===== src/rtl/order_queue_gen.sv =====
// ============================================================================
// order_queue_gen
// ----------------------------------------------------------------------------
// Random customer-order source. A free-running 32-bit Galois LFSR is sampled
// by a small draw FSM. The FSM builds an order of ITEMS (kind, count) pairs
// and pushes the finished order into a DEPTH-entry FIFO. The consumer reads
// the FIFO over a valid/ready handshake.
//
// Range reduction uses rejection sampling: out-of-range draws are retried on
// the next LFSR value. After MAX_TRIES consecutive rejects the field falls
// back to kind 0 or count 1.
//
// Ports
//   clk          system clock
//   rst_n        asynchronous active-low reset
//   gen_en       allow the FSM to start a new order
//   clear        synchronous flush of the FIFO and of any partial order
//   seed_load    load seed_in into the LFSR this cycle (zero selects SEED)
//   seed_in      run-time seed
//   order_valid  FIFO head is valid
//   order_ready  consumer accepts the head when order_valid is high
//   order_data   FIFO head, show-ahead; zero when the FIFO is empty
//   pending      number of orders held in the FIFO
//   gen_busy     draw FSM is not idle
// ============================================================================
module order_queue_gen #(
    parameter int          ITEMS     = 2,
    parameter int          KIND_W    = 5,
    parameter int          CNT_W     = 7,
    parameter int          NUM_KINDS = 20,
    parameter int          MAX_CNT   = 99,
    parameter int          DEPTH     = 10,
    parameter int          MAX_TRIES = 8,
    parameter logic [31:0] SEED      = 32'hACE12024,
    localparam int         ORDER_W   = ITEMS * (KIND_W + CNT_W),
    localparam int         PEND_W    = $clog2(DEPTH + 1)
) (
    input  logic               clk,
    input  logic               rst_n,
    input  logic               gen_en,
    input  logic               clear,
    input  logic               seed_load,
    input  logic [31:0]        seed_in,
    output logic               order_valid,
    input  logic               order_ready,
    output logic [ORDER_W-1:0] order_data,
    output logic [PEND_W-1:0]  pending,
    output logic               gen_busy
);

    localparam int FIELD_W = KIND_W + CNT_W;
    localparam int PTR_W   = $clog2(DEPTH);
    localparam int ITEM_W  = $clog2(ITEMS + 1);
    localparam int TRY_W   = $clog2(MAX_TRIES + 1);

    // Feedback mask for x^32 + x^22 + x^2 + x + 1 in right-shifting form.
    localparam logic [31:0] LFSR_TAPS = 32'h8020_0003;

    localparam logic [KIND_W:0]   KIND_LIMIT = (KIND_W + 1)'(NUM_KINDS);
    localparam logic [CNT_W-1:0]  CNT_LIMIT  = CNT_W'(MAX_CNT);
    localparam logic [CNT_W-1:0]  CNT_ONE    = CNT_W'(1);
    localparam logic [TRY_W-1:0]  LAST_TRY   = TRY_W'(MAX_TRIES - 1);
    localparam logic [ITEM_W-1:0] LAST_ITEM  = ITEM_W'(ITEMS - 1);
    localparam logic [PTR_W-1:0]  LAST_PTR   = PTR_W'(DEPTH - 1);
    localparam logic [PEND_W-1:0] FULL_CNT   = PEND_W'(DEPTH);

    typedef enum logic [1:0] {
        IDLE      = 2'd0,
        DRAW_KIND = 2'd1,
        DRAW_CNT  = 2'd2,
        PUSH      = 2'd3
    } state_t;

    state_t              state_q, state_d;
    logic [31:0]         lfsr_q, lfsr_d;
    logic [ITEM_W-1:0]   item_q, item_d;
    logic [TRY_W-1:0]    tries_q, tries_d;
    logic [ORDER_W-1:0]  order_q, order_d;
    logic [ORDER_W-1:0]  mem_q [DEPTH];
    logic [ORDER_W-1:0]  mem_d [DEPTH];
    logic [PTR_W-1:0]    wr_ptr_q, wr_ptr_d;
    logic [PTR_W-1:0]    rd_ptr_q, rd_ptr_d;
    logic [PEND_W-1:0]   count_q, count_d;

    logic                push;
    logic                pop;
    logic [KIND_W-1:0]   kind_draw;
    logic [CNT_W-1:0]    cnt_draw;
    logic                kind_ok;
    logic                cnt_ok;
    logic                give_up;

    function automatic logic [31:0] lfsr_step(input logic [31:0] v);
        return {1'b0, v[31:1]} ^ (v[0] ? LFSR_TAPS : 32'h0);
    endfunction

    // The LFSR advances every cycle whatever the FSM is doing, so the stream
    // position depends only on time since reset or the last seed load.
    always_comb begin
        lfsr_d = lfsr_step(lfsr_q);
        if (seed_load) begin
            lfsr_d = (seed_in == 32'h0) ? SEED : seed_in;
        end
    end

    // Both fields are drawn from the current (pre-shift) LFSR value.
    always_comb begin
        kind_draw = lfsr_q[KIND_W-1:0];
        cnt_draw  = lfsr_q[8 +: CNT_W];
        kind_ok   = {1'b0, kind_draw} < KIND_LIMIT;
        cnt_ok    = (cnt_draw >= CNT_ONE) && (cnt_draw <= CNT_LIMIT);
        give_up   = (tries_q == LAST_TRY);
    end

    // Draw FSM. A field is retried on the next cycle until accepted or until
    // the reject budget runs out, which substitutes the fallback value.
    // gen_en is only looked at in IDLE, so a started order always completes
    // unless clear drops it.
    always_comb begin
        state_d = state_q;
        item_d  = item_q;
        tries_d = tries_q;
        order_d = order_q;
        push    = 1'b0;

        case (state_q)
            IDLE: begin
                if (gen_en && (count_q < FULL_CNT) && !clear) begin
                    state_d = DRAW_KIND;
                    item_d  = '0;
                    tries_d = '0;
                end
            end

            DRAW_KIND: begin
                if (kind_ok || give_up) begin
                    for (int i = 0; i < ITEMS; i++) begin
                        if (item_q == ITEM_W'(i)) begin
                            order_d[ORDER_W-1-i*FIELD_W -: KIND_W] =
                                kind_ok ? kind_draw : '0;
                        end
                    end
                    tries_d = '0;
                    state_d = DRAW_CNT;
                end else begin
                    tries_d = tries_q + 1'b1;
                end
            end

            DRAW_CNT: begin
                if (cnt_ok || give_up) begin
                    for (int i = 0; i < ITEMS; i++) begin
                        if (item_q == ITEM_W'(i)) begin
                            order_d[ORDER_W-1-i*FIELD_W-KIND_W -: CNT_W] =
                                cnt_ok ? cnt_draw : CNT_ONE;
                        end
                    end
                    tries_d = '0;
                    if (item_q == LAST_ITEM) begin
                        state_d = PUSH;
                    end else begin
                        item_d  = item_q + 1'b1;
                        state_d = DRAW_KIND;
                    end
                end else begin
                    tries_d = tries_q + 1'b1;
                end
            end

            PUSH: begin
                push    = 1'b1;
                state_d = IDLE;
            end

            default: begin
                state_d = IDLE;
            end
        endcase

        // A flush abandons whatever order is being assembled.
        if (clear) begin
            state_d = IDLE;
            item_d  = '0;
            tries_d = '0;
            order_d = '0;
            push    = 1'b0;
        end
    end

    // FIFO bookkeeping. The FSM only enters a draw when there is space, so
    // push never overflows. Pop requires a valid head, and the head only
    // becomes valid after the write, so an empty FIFO cannot pop and push
    // in the same cycle.
    always_comb begin
        pop      = (count_q != '0) && order_ready;
        mem_d    = mem_q;
        wr_ptr_d = wr_ptr_q;
        rd_ptr_d = rd_ptr_q;
        count_d  = count_q;

        if (clear) begin
            wr_ptr_d = '0;
            rd_ptr_d = '0;
            count_d  = '0;
        end else begin
            if (push) begin
                mem_d[wr_ptr_q] = order_q;
                wr_ptr_d = (wr_ptr_q == LAST_PTR) ? '0 : wr_ptr_q + 1'b1;
            end
            if (pop) begin
                rd_ptr_d = (rd_ptr_q == LAST_PTR) ? '0 : rd_ptr_q + 1'b1;
            end
            if (push && !pop) begin
                count_d = count_q + 1'b1;
            end else if (pop && !push) begin
                count_d = count_q - 1'b1;
            end
        end
    end

    // State registers.
    always_ff @(posedge clk or negedge rst_n) begin
        if (!rst_n) begin
            state_q  <= IDLE;
            lfsr_q   <= SEED;
            item_q   <= '0;
            tries_q  <= '0;
            order_q  <= '0;
            mem_q    <= '{default: '0};
            wr_ptr_q <= '0;
            rd_ptr_q <= '0;
            count_q  <= '0;
        end else begin
            state_q  <= state_d;
            lfsr_q   <= lfsr_d;
            item_q   <= item_d;
            tries_q  <= tries_d;
            order_q  <= order_d;
            mem_q    <= mem_d;
            wr_ptr_q <= wr_ptr_d;
            rd_ptr_q <= rd_ptr_d;
            count_q  <= count_d;
        end
    end

    // Stale entries stay in memory after a pop or flush, so the head is
    // masked to zero whenever the FIFO is empty.
    always_comb begin
        order_valid = (count_q != '0);
        order_data  = order_valid ? mem_q[rd_ptr_q] : '0;
        pending     = count_q;
        gen_busy    = (state_q != IDLE);
    end

endmodule


===== config.mk =====
export PLATFORM = sky130hd
export DESIGN_NAME = order_queue_gen
export DESIGN_NICKNAME = d
export VERILOG_FILES = /design/src/rtl/order_queue_gen.sv
export SDC_FILE = /design/constraint.sdc
export NUM_CORES = 1
export LEC_CHECK = 0
export BUFFER_PORTS_ARGS = -buffer_cell sky130_fd_sc_hd__buf_2
export CORE_MARGIN = 5
export CORE_UTILIZATION = 35
export CTS_CLUSTER_DIAMETER = 60
export DETAILED_ROUTE_END_ITERATION = 10
export MAX_ROUTING_LAYER = met4
export SLEW_MARGIN = 20
export SYNTH_ARGS = -nofsm -noshare
export SYNTH_HDL_FRONTEND = slang
export SYNTH_SLANG_ARGS = --single-unit
export TNS_END_PERCENT = 50

===== constraint.sdc =====
create_clock -name clk -period 2.7 [get_ports clk]
set_clock_uncertainty 0.2 [all_clocks]
set_input_delay 0.405 -clock clk [delete_from_list [all_inputs] [get_ports clk]]
set_output_delay 0.405 -clock clk [all_outputs]
set_load 0.005 [all_outputs]

### Word-level counts from Yosys, hierarchy flattened

Index checks and enable logic that the tools add are counted.

* flip-flop bits (word level): 316
* output and inout bits: 30

* add/sub/neg operators: 6
* magnitude comparators: 7
* eq/ne operators: 11
* mux-type cells: 52
* bitwise operators: 4
* reduce and logical (&&, ||, !) cells: 36

Operators by type and width (count)
* bitwise mux 240 bit: 1
* 2-to-1 mux 24 bit: 5
* binary-select mux 24 bit (select 4 bit): 1
* demux 24 bit (select 4 bit): 1
* 2-to-1 mux 32 bit: 3
* 2-to-1 mux 4 bit: 13
* 2-to-1 mux 7 bit: 7
* 2-to-1 mux 5 bit: 7
* zero test 32 bit: 1
* bitwise XOR 31 x 32 -> 32 bit: 1
* 2-to-1 mux 2 bit: 9
* nonzero test 2 bit: 9
* adder 4 x 1 -> 4 bit, second input constant: 4
* AND reduction 3 bit: 5
* != test 3 bit, second input constant: 4
* one-hot mux 4 bit (3 select lines): 1
* >= comparator 5 bit, second input constant: 2
* inverter 4 -> 5 bit: 2
* equality test 4 bit, second input constant: 2
* one-hot mux 2 bit (4 select lines): 1
* nonzero test 4 bit: 2
* >= comparator 7 x 1 -> 1 bit, second input constant: 1
* less-or-equal comparator 7 bit, second input constant: 1
* logical AND 1 bit: 7
* 17 further kinds: 26

### Longest topological paths before layout

Gate-level depths: netlist of run 1.

* depth after elaboration: 8
* gate-level depth with buffers: 9
* gate-level depth less buffers: 9

### Worst setup path after synthesis of run 1

No wires, ideal clock.

* path kind: register -> register
* start point: reg count_q[1] (netlist: pending[1])
* end point: reg count_q[3] (netlist: pending[3])
* data arrival time: 2233 ps
* required time: 2368 ps
* path slack: 135 ps
* stages on the path, launching flop included: 10
* period minus slack after synthesis: 2565 ps
* cells stage by stage: dfrtp_1 o41ai_1 clkbuf_1 nand2_1 ha_1 a21o_1 a21oi_1 mux2i_1 xnor2_1 nor2_1

* longest elaborated chain between the ends: 6

Ends and longest elaborated chain
* start: declaration: RTL line 83 `logic [PEND_W-1:0] count_q, count_d;`
* start signal: assignment: RTL line 242 `count_q <= count_d;`
* branches (longest 6 deep; another with subtractor 4 x 1 -> 4 bit)

Parallel ways; which one is timed is not known. The select of a mux whose other input is x is not followed.
A chain may end at the register's enable or synchronous reset.

### Worst setup path in the final report of run 1

* start point: reg rd_ptr_q[0]
* end point: out order_data[16]

* longest elaborated chain between the ends: 5

Ends and longest elaborated chain
* start: declaration: RTL line 82 `logic [PTR_W-1:0] rd_ptr_q, rd_ptr_d;`
* start signal: assignment: RTL line 241 `rd_ptr_q <= rd_ptr_d;`
* inverter 4 -> 5 bit (implied by the code): RTL line 250 `order_data = order_valid ? mem_q[rd_ptr_q] : '0;`
* binary-select mux 24 bit (select 4 bit): RTL line 250
* 2-to-1 mux 24 bit (implied by the code) (2 in a row): RTL line 250
* 2-to-1 mux 24 bit: RTL line 250
* end: declaration: RTL line 46 `output logic [ORDER_W-1:0] order_data,`

No other way between the ends. The select of a mux whose other input is x is not followed.

==> results of run 1 <==
flip-flops by register name, indices dropped and copies added (netlist names):
| register | flops |
|---|---|
| item_q | 2 |
| lfsr_q | 32 |
| mem_q | 240 |
| order_q | 24 |
| pending | 4 |
| rd_ptr_q | 4 |
| state_q | 2 |
| tries_q | 4 |
| wr_ptr_q | 4 |
Yosys cell counts (4+ instances only):
library cell    n  area [um2]
dfstp_2        11         289
a21o_1          4        30.0
buf_2          23         115
nand3_1        12        60.1
nor2b_1         7        43.8
inv_1          11        41.3
nor3_1          6        30.0
dfrtp_1       305        7630
nor4_1          9        56.3
nand2_1        34         128
mux2_2        269        3030
o21ai_0        14        70.1
ha_1           11         138
nor3b_1         4        30.0
xnor2_1         7        61.3
a21oi_1        28         140
mux4_2         48        1080
nand4_1         5        31.3
o22ai_1        24         150
and2_1          6        37.5
mux2i_1        54         541
nor2_1         45         169
clkbuf_1       53         199
metal layers:
metal,track usage [%],wire length (um),vias to the layer above
li1,-,-,3989
met2,25.1,16400,168
met3,2.30,1240,53
met5,-,0,-
met1,21.3,15800,4623
met4,3.90,648,0
cells by family (layout without fill, tap and decap cells):
family                   after synthesis  after routing  share of synthesized area, %
AO/OA/AOI/OAI                         89             89                          3.99
XOR/XNOR                               9              9                         0.542
adder cells (fa/ha/maj)               12             12                          1.08
buffers and inverters                 92            220                          2.65
flip-flops                           316            316                          54.4
multiplexers                         373            373                          32.2
AND/OR/NAND/NOR                      146            146                          5.07
layout make-up:
cell class	instances	area, um2	share of cell area [%]
Clock inverter	9	82.6	0.475
Sequential cell	316	7930	45.6
Timing Repair Buffer	147	1300	7.50
Clock buffer	53	1020	5.89
Inverter	11	41.3	0.238
Multi-Input combinational cell	629	6330	36.4
Tap cell	532	666	3.83
path summary, 6_finish.rpt:
path | to | slack, ns | cells past startpoint
setup / recovery | order_data[16] | -0.17 | 6
hold / removal | item_q[0] | 0.03 | 2
setup reg to reg | pending[3] | 0.25 | 8
hold reg to reg | lfsr_q[17] | 0.28 | 1
max in group asynchronous | pending[1] | 1.33 | 3
min in group asynchronous | mem_q[46] | 0.17 | 2
worst reg2reg max path: stages (launching register included):
cell and delay, ns:
dfrtp_1 0.47, o41ai_2 0.41, nand2_1 0.17, ha_1 0.31, a21o_1 0.18, a21oi_1 0.17, mux2i_1 0.24, xnor2_1 0.14
nor2_1 0.05
metrics by stage:
stage / TNS [ns] / cells / util (%) / hold slack [ns]
detailed placement: 0 / 1589 / 38.1 / 0.118
global placement: 0 / 1589 / 38.1 / 0.119
CTS: -3.14 / 1697 / 42.3 / 0.00988
finish: -2.49 / 1697 / 42.4 / 0.0289
floorplan: 0 / 1037 / - / -0.0906
global route: -4.73 / 1697 / 42.4 / 0.0354
repair_timing:
item                                    4_1_cts  5_1_grt
hold endpoints to repair                    243        0
hold buffers                                 33        0
pin swaps                                    10        2
gates resized for setup                      21        8
setup buffers                                11        0
endpoints found under the setup margin       24       25
cloned                                        2        0
report_power, final:
| part | switching [mW] | internal [mW] |
|---|---|---|
| sequential | 0.268 | 4.95 |
| combinational | 1.35 | 1.33 |
| clock | 1.88 | 2.72 |
==> summary.md, run 1 <==
| Metric | Value |
|---|---|
| CP top delay family | `multiplexers` |
| Final Max Slew Viols | `0` |
| Fmax | `348 MHz` |
| TritonRoute pass-1 iters | `4` |
| Routed length per instance | `between 20 and 25 um` |
| DP Area | `15600 um2` |
| Vias in the first global route | `slightly above 9000` |
| Crit path buf inv count | `3` |
| Die width | `around 210 um` |
| Nets@finish | `1190` |
| Largest net degree at the start of global routing | `85` |
| Die area | `~46000 um2` |
| Total vias in the final route | `between 8000 and 9000` |
| Initial antenna violation count | `0` |
| WP data arrival | `roughly 2.3 ns` |
| DRT iter0 DRCs | `452` |
| Grt ovf | `0` |
| Crit end category | `output pin` |
| Final Critical Period | `between 2 and 3 ns` |
| Netlist cell types | `~60` |
| Failing checks | `negative setup slack` |
| Residual DRC | `0` |
| Clock sink count | `316` |
| Seq/Total Area, Yosys | `54.4%` |
| Peak supply drop | `between 0.3 and 0.4 mV` |
| Crit-path max cell delay | `0.51 ns` |
| Skew-Pair Late Insertion Delay | `~0.52 ns` |
| Antenna viol nets, final | `0` |
| WP data required | `about 2.1 ns` |
| CP startpoint | `rd_ptr_q[0]` |
| Die height | `about 210 um` |
| Placement Setup Slack | `approximately 0.18 ns` |
| R2r startpoint | `pending[0]` |
| Vias per cell | `around 5.2` |
| First-pass GRT wire length | `approximately 55 mm` |
| Initial core utilization | `around 35%` |
| Core area | `about 41000 um2` |
| I/O pin count | `68` |
| CTS buffer count | `35` |
| DRT Wirelength | `34.1 mm` |
| Final Hold Viols | `0` |
| Antenna Cells | `0` |
| Slew headroom | `51.6%` |
| Share of layout cells above drive strength 1 | `a little under half` |
| Commonest non-fill, non-tap cell in the layout | `dfrtp_1` |
| Fin area | `17400 um2` |
| Unrepaired setup endpoints after global routing | `yes` |
| RD Place Congestion | `~0.79` |
| Post-DP HPWL | `~20 mm` |
| H-tree Lvls | `2` |
| Setup WS post-layout | `-0.174 ns` |
| Gr usage total | `between 15 and 20%` |
| Area grow syn2layout | `19.4%` |
| CP Launch Type | `flop` |
| Crit path cell chain | `buf_12 > buf_16 > mux4_2 > mux2i_2 > o22ai_2 > buf_2` |
| Status | `complete, but fails checks` |
| Syn nets | `approximately 1100` |
| Synthesis-stage register bit count | `~320` |
| Port Buffer Count | `between 60 and 70` |
| # rows | `74` |
| PwrDens | `between 700 and 800 nW/um2` |
| Max-cap violations | `0` |
| Post-synth EDFFs | `0` |
| TritonCTS clock tree | `built` |
| HP Start | `clear` |
| Clk slew on worst S/H paths | `approximately 0.060 ns` |
| Syn avg cell area | `around 14 um2` |
| Worst slew pin tran | `around 0.73 ns` |
| Clock root cell | `clkbuf_16` |
| WS Path Type | `flop to output pin` |
| Final worst path period share | `106%` |
| Post-synth top flop | `dfrtp_1` |
| Fraction of registers with async set/reset | `between 90% and 100%` |
| Synthesized cell area | `14500 um2` |
| Cells after synthesis | `just over 1000` |
| Clk buf depth | `3` |
| Hold Crit Class | `primary input to flop` |
| Total power | `around 12 mW` |
| Yosys warnings | `0` |
| Commonest cells after routing, fill and taps aside | `dfrtp_1 (301), mux2_2 (269), buf_2 (66), mux2i_1 (49), mux4_2 (48)` |
| Fillers | `3733` |
| LEAKAGE | `~8.0 nW` |
| Critical path fanouts, max | `8` |
| Slowest CP cell | `mux4_2` |
| Final setup fails | `24` |
Power figures use the tool's default switching activity.
==> run 2, diff against run 1 <==
--- a/config.mk
+++ b/config.mk
@@ -6,6 +6,7 @@
 export NUM_CORES = 1
 export LEC_CHECK = 0
 export BUFFER_PORTS_ARGS = -buffer_cell sky130_fd_sc_hd__buf_2
+export CORE_ASPECT_RATIO = 0.7
 export CORE_MARGIN = 5
 export CORE_UTILIZATION = 35
 export CTS_CLUSTER_DIAMETER = 60
@@ -15,4 +16,4 @@
 export SYNTH_ARGS = -nofsm -noshare
 export SYNTH_HDL_FRONTEND = slang
 export SYNTH_SLANG_ARGS = --single-unit
-export TNS_END_PERCENT = 50
+export TNS_END_PERCENT = 10
==> summary.md, run 2 (synthesis gave the netlist of run 1 again) <==
| Metric | Value |
|---|---|
| Antenna Cells | `0 (unchanged)` |
| PwrDens | `702 nW/um2 (-2.4%)` |
| Status | `complete, but fails checks` |
| Final setup fails | `24 (unchanged)` |
| DRT Wirelength | `35.0 mm (+2.9%)` |
| Initial antenna violation count | `0 (unchanged)` |
| Clk buf depth | `3 (unchanged)` |
| Area grow syn2layout | `19.0%` |
| Max-cap violations | `0 (unchanged)` |
| CP startpoint | `rd_ptr_q[0]` |
| Failing checks | `negative setup slack` |
| Vias per cell | `5.17 (-0.74%)` |
| I/O pin count | `68 (unchanged)` |
| Sw Ratio | `28.4% (+0.47 points)` |
| Die height | `181 um (-16%)` |
| # rows | `62 (-16%)` |
| Skew-Pair Late Insertion Delay | `0.57 ns (+0.05 ns)` |
| Final worst path period share | `106% (-0.24 points)` |
| Unrepaired setup endpoints after global routing | `yes` |
| Crit path buf inv count | `3 (unchanged)` |
| Total power | `12.1 mW (-2.8%)` |
| Clock sink count | `316 (unchanged)` |
| Final Max Slew Viols | `0 (unchanged)` |
| Antenna viol nets, final | `0 (unchanged)` |
| WP data required | `2.10 ns (about the same)` |
| Die area | `45800 um2 (+0.14%)` |
| Die width | `254 um (+19%)` |
| Commonest cells after routing, fill and taps aside | `dfrtp_1 (302), mux2_2 (269), buf_2 (66), mux2i_1 (52), mux4_2 (48)` |
| Setup WS post-layout | `-0.168 ns (+0.00643 ns)` |
| Final Critical Period | `2.87 ns (-0.00643 ns)` |
| Grt ovf | `0 (unchanged)` |
| Crit-path max cell delay | `0.52 ns (about the same)` |
| Largest register FFs | `240 (unchanged)` |
| Initial core utilization | `35.5% (about the same)` |
| Routed length per instance | `20.6 um (+2.5%)` |
| Slew headroom | `46.4% (-5.3 points)` |
| Fmax | `349 MHz (+0.22%)` |
| Crit end category | `output pin` |
| Worst slew pin tran | `0.793 ns (+0.0677 ns)` |
| WP data arrival | `2.26 ns (about the same)` |
| Util after Layout | `42.2% (-0.18 points)` |
| Crit path cell chain | `buf_8 > buf_12 > mux4_2 > mux2i_2 > o22ai_1 > buf_2` |
| Critical path fanouts, max | `6 (-2)` |
| Peak supply drop | `0.446 mV (+22%)` |
| Clk slew on worst S/H paths | `0.07 ns (about the same)` |
| Clock Power Share | `35.0% (-1.8 points)` |
| CTS buffer count | `31 (-11%)` |
| HP Start | `gen_en` |
| Clock root cell | `clkbuf_16` |
| TritonRoute pass-1 iters | `5 (+1)` |
| Fin Setup TNS | `-3.18 ns (-0.690 ns)` |
| Port Buffer Count | `67 (unchanged)` |
| Inst Count DP | `1601 (+0.76%)` |
| Residual DRC | `0 (unchanged)` |
| Nets@finish | `1190 (unchanged)` |
| Core area | `41000 um2 (about the same)` |
| RD Place Congestion | `0.813 (+2.5%)` |
| LEAKAGE | `8.00 nW (-0.42%)` |
| Final hold slack | `0.109 ns (+0.0801 ns)` |
| Post-DP HPWL | `20.8 mm (+1.9%)` |
| DRT iter0 DRCs | `509 (+13%)` |
| H-tree Lvls | `1 (-1)` |
| Slowest CP cell | `mux4_2` |
| Total vias in the final route | `8799 (-0.38%)` |
| WS Path Type | `flop to output pin` |
| Int Power | `8.69 mW (-3.4%)` |
| Gr usage total | `15.8% (+0.11 points)` |
| Vias in the first global route | `9159 (-0.80%)` |
| Net load switching power | `3.45 mW (-1.2%)` |
| Largest registers | `mem_q: 240 flops, lfsr_q: 32 flops, order_q: 24 flops` |
| First-pass GRT wire length | `55.7 mm (+1.9%)` |
| Hold Crit Class | `primary input to flop` |
| CP top delay family | `multiplexers` |
| Seq pwr share | `43.0% (+1.2 points)` |
| Commonest non-fill, non-tap cell in the layout | `dfrtp_1` |
| CP Launch Type | `flop` |
| R2r startpoint | `state_q[1]` |
| Final Hold Viols | `0 (unchanged)` |
| Largest net degree at the start of global routing | `76 (-11%)` |
| Biggest register | `mem_q` |
| TritonCTS clock tree | `built` |
| Combinational power share | `22.0% (+0.6 points)` |
| Non-Filler Instances | `1703 (+0.35%)` |
| Share of layout cells above drive strength 1 | `45.5% (-0.20 points)` |
==> run 2: cell count changes in the layout (fill, tap and decap cells not counted), moves of 2 or more <==
cell,delta
buf_12,+3
buf_16,-3
clkbuf_1,-6
clkbuf_16,-2
mux2i_1,+3
mux2i_2,-3
==> run 2: through the flow <==
| stage | cell area, um2 | setup slack [ns] |
|---|---|---|
| floorplan | 14500 | 0.135 |
| global placement | 15700 | 0.213 |
| detailed placement | 15700 | 0.215 |
| CTS | 17200 | -0.234 |
| global route | 17300 | -0.255 |
| finish | 17300 | -0.168 |
==> run 2: power by group through the flow <==
stage               clock [mW]  sequential [mW]  combinational [mW]
global route              4.58             5.25                2.88
detailed placement           0             5.31                2.26
floorplan                    0             5.14                1.51
global placement             0             5.31                2.25
CTS                       4.38             5.20                2.63
finish                    4.26             5.22                2.67
==> run 2: final cells by class <==
cell class,instances,area (um2)
inverter,11,41.3
sequential,316,7930
fill,3739,23700
timing repair buffer,151,1360
clock buffer,44,915
clock inverter,8,75.1
multi-input combinational,629,6320
tap,544,681
==> run 2: final timing paths <==
kind / to / depth (start not counted) / slack, ns
setup / recovery: order_data[12] / 6 / -0.17
hold / removal: tries_q[2] / 5 / 0.11
setup reg to reg: pending[3] / 9 / 0.20
hold reg to reg: lfsr_q[17] / 1 / 0.28
max in group asynchronous: lfsr_q[29] / 3 / 1.27
min in group asynchronous: mem_q[1] / 2 / 0.19
==> run 2: repair_timing <==
| item | in CTS | in global routing |
|---|---|---|
| resized for setup | 13 | 8 |
| hold buffers | 34 | 0 |
| setup buffers | 10 | 3 |
| pin swaps | 11 | 4 |
| cloned | 2 | 2 |
| setup endpoints to repair | 24 | 25 |
| hold endpoints to repair | 93 | 0 |
==> run 2: per-layer routing <==
layer	routed length [um]	vias up	track usage (%)	share of wire [%]
met1	17300	4623	23.2	49
met3	1090	45	2.05	3.1
met5	0	-	-	0
met2	16000	146	24.1	46
li1	-	3985	-	-
met4	558	0	2.64	1.6
==> run 2: worst min-delay path, stage by stage <==
cell and delay, ns:
buf_2 0.09, a311oi_1 0.08, buf_4 0.15, nand2_1 0.06, nand2_1 0.05
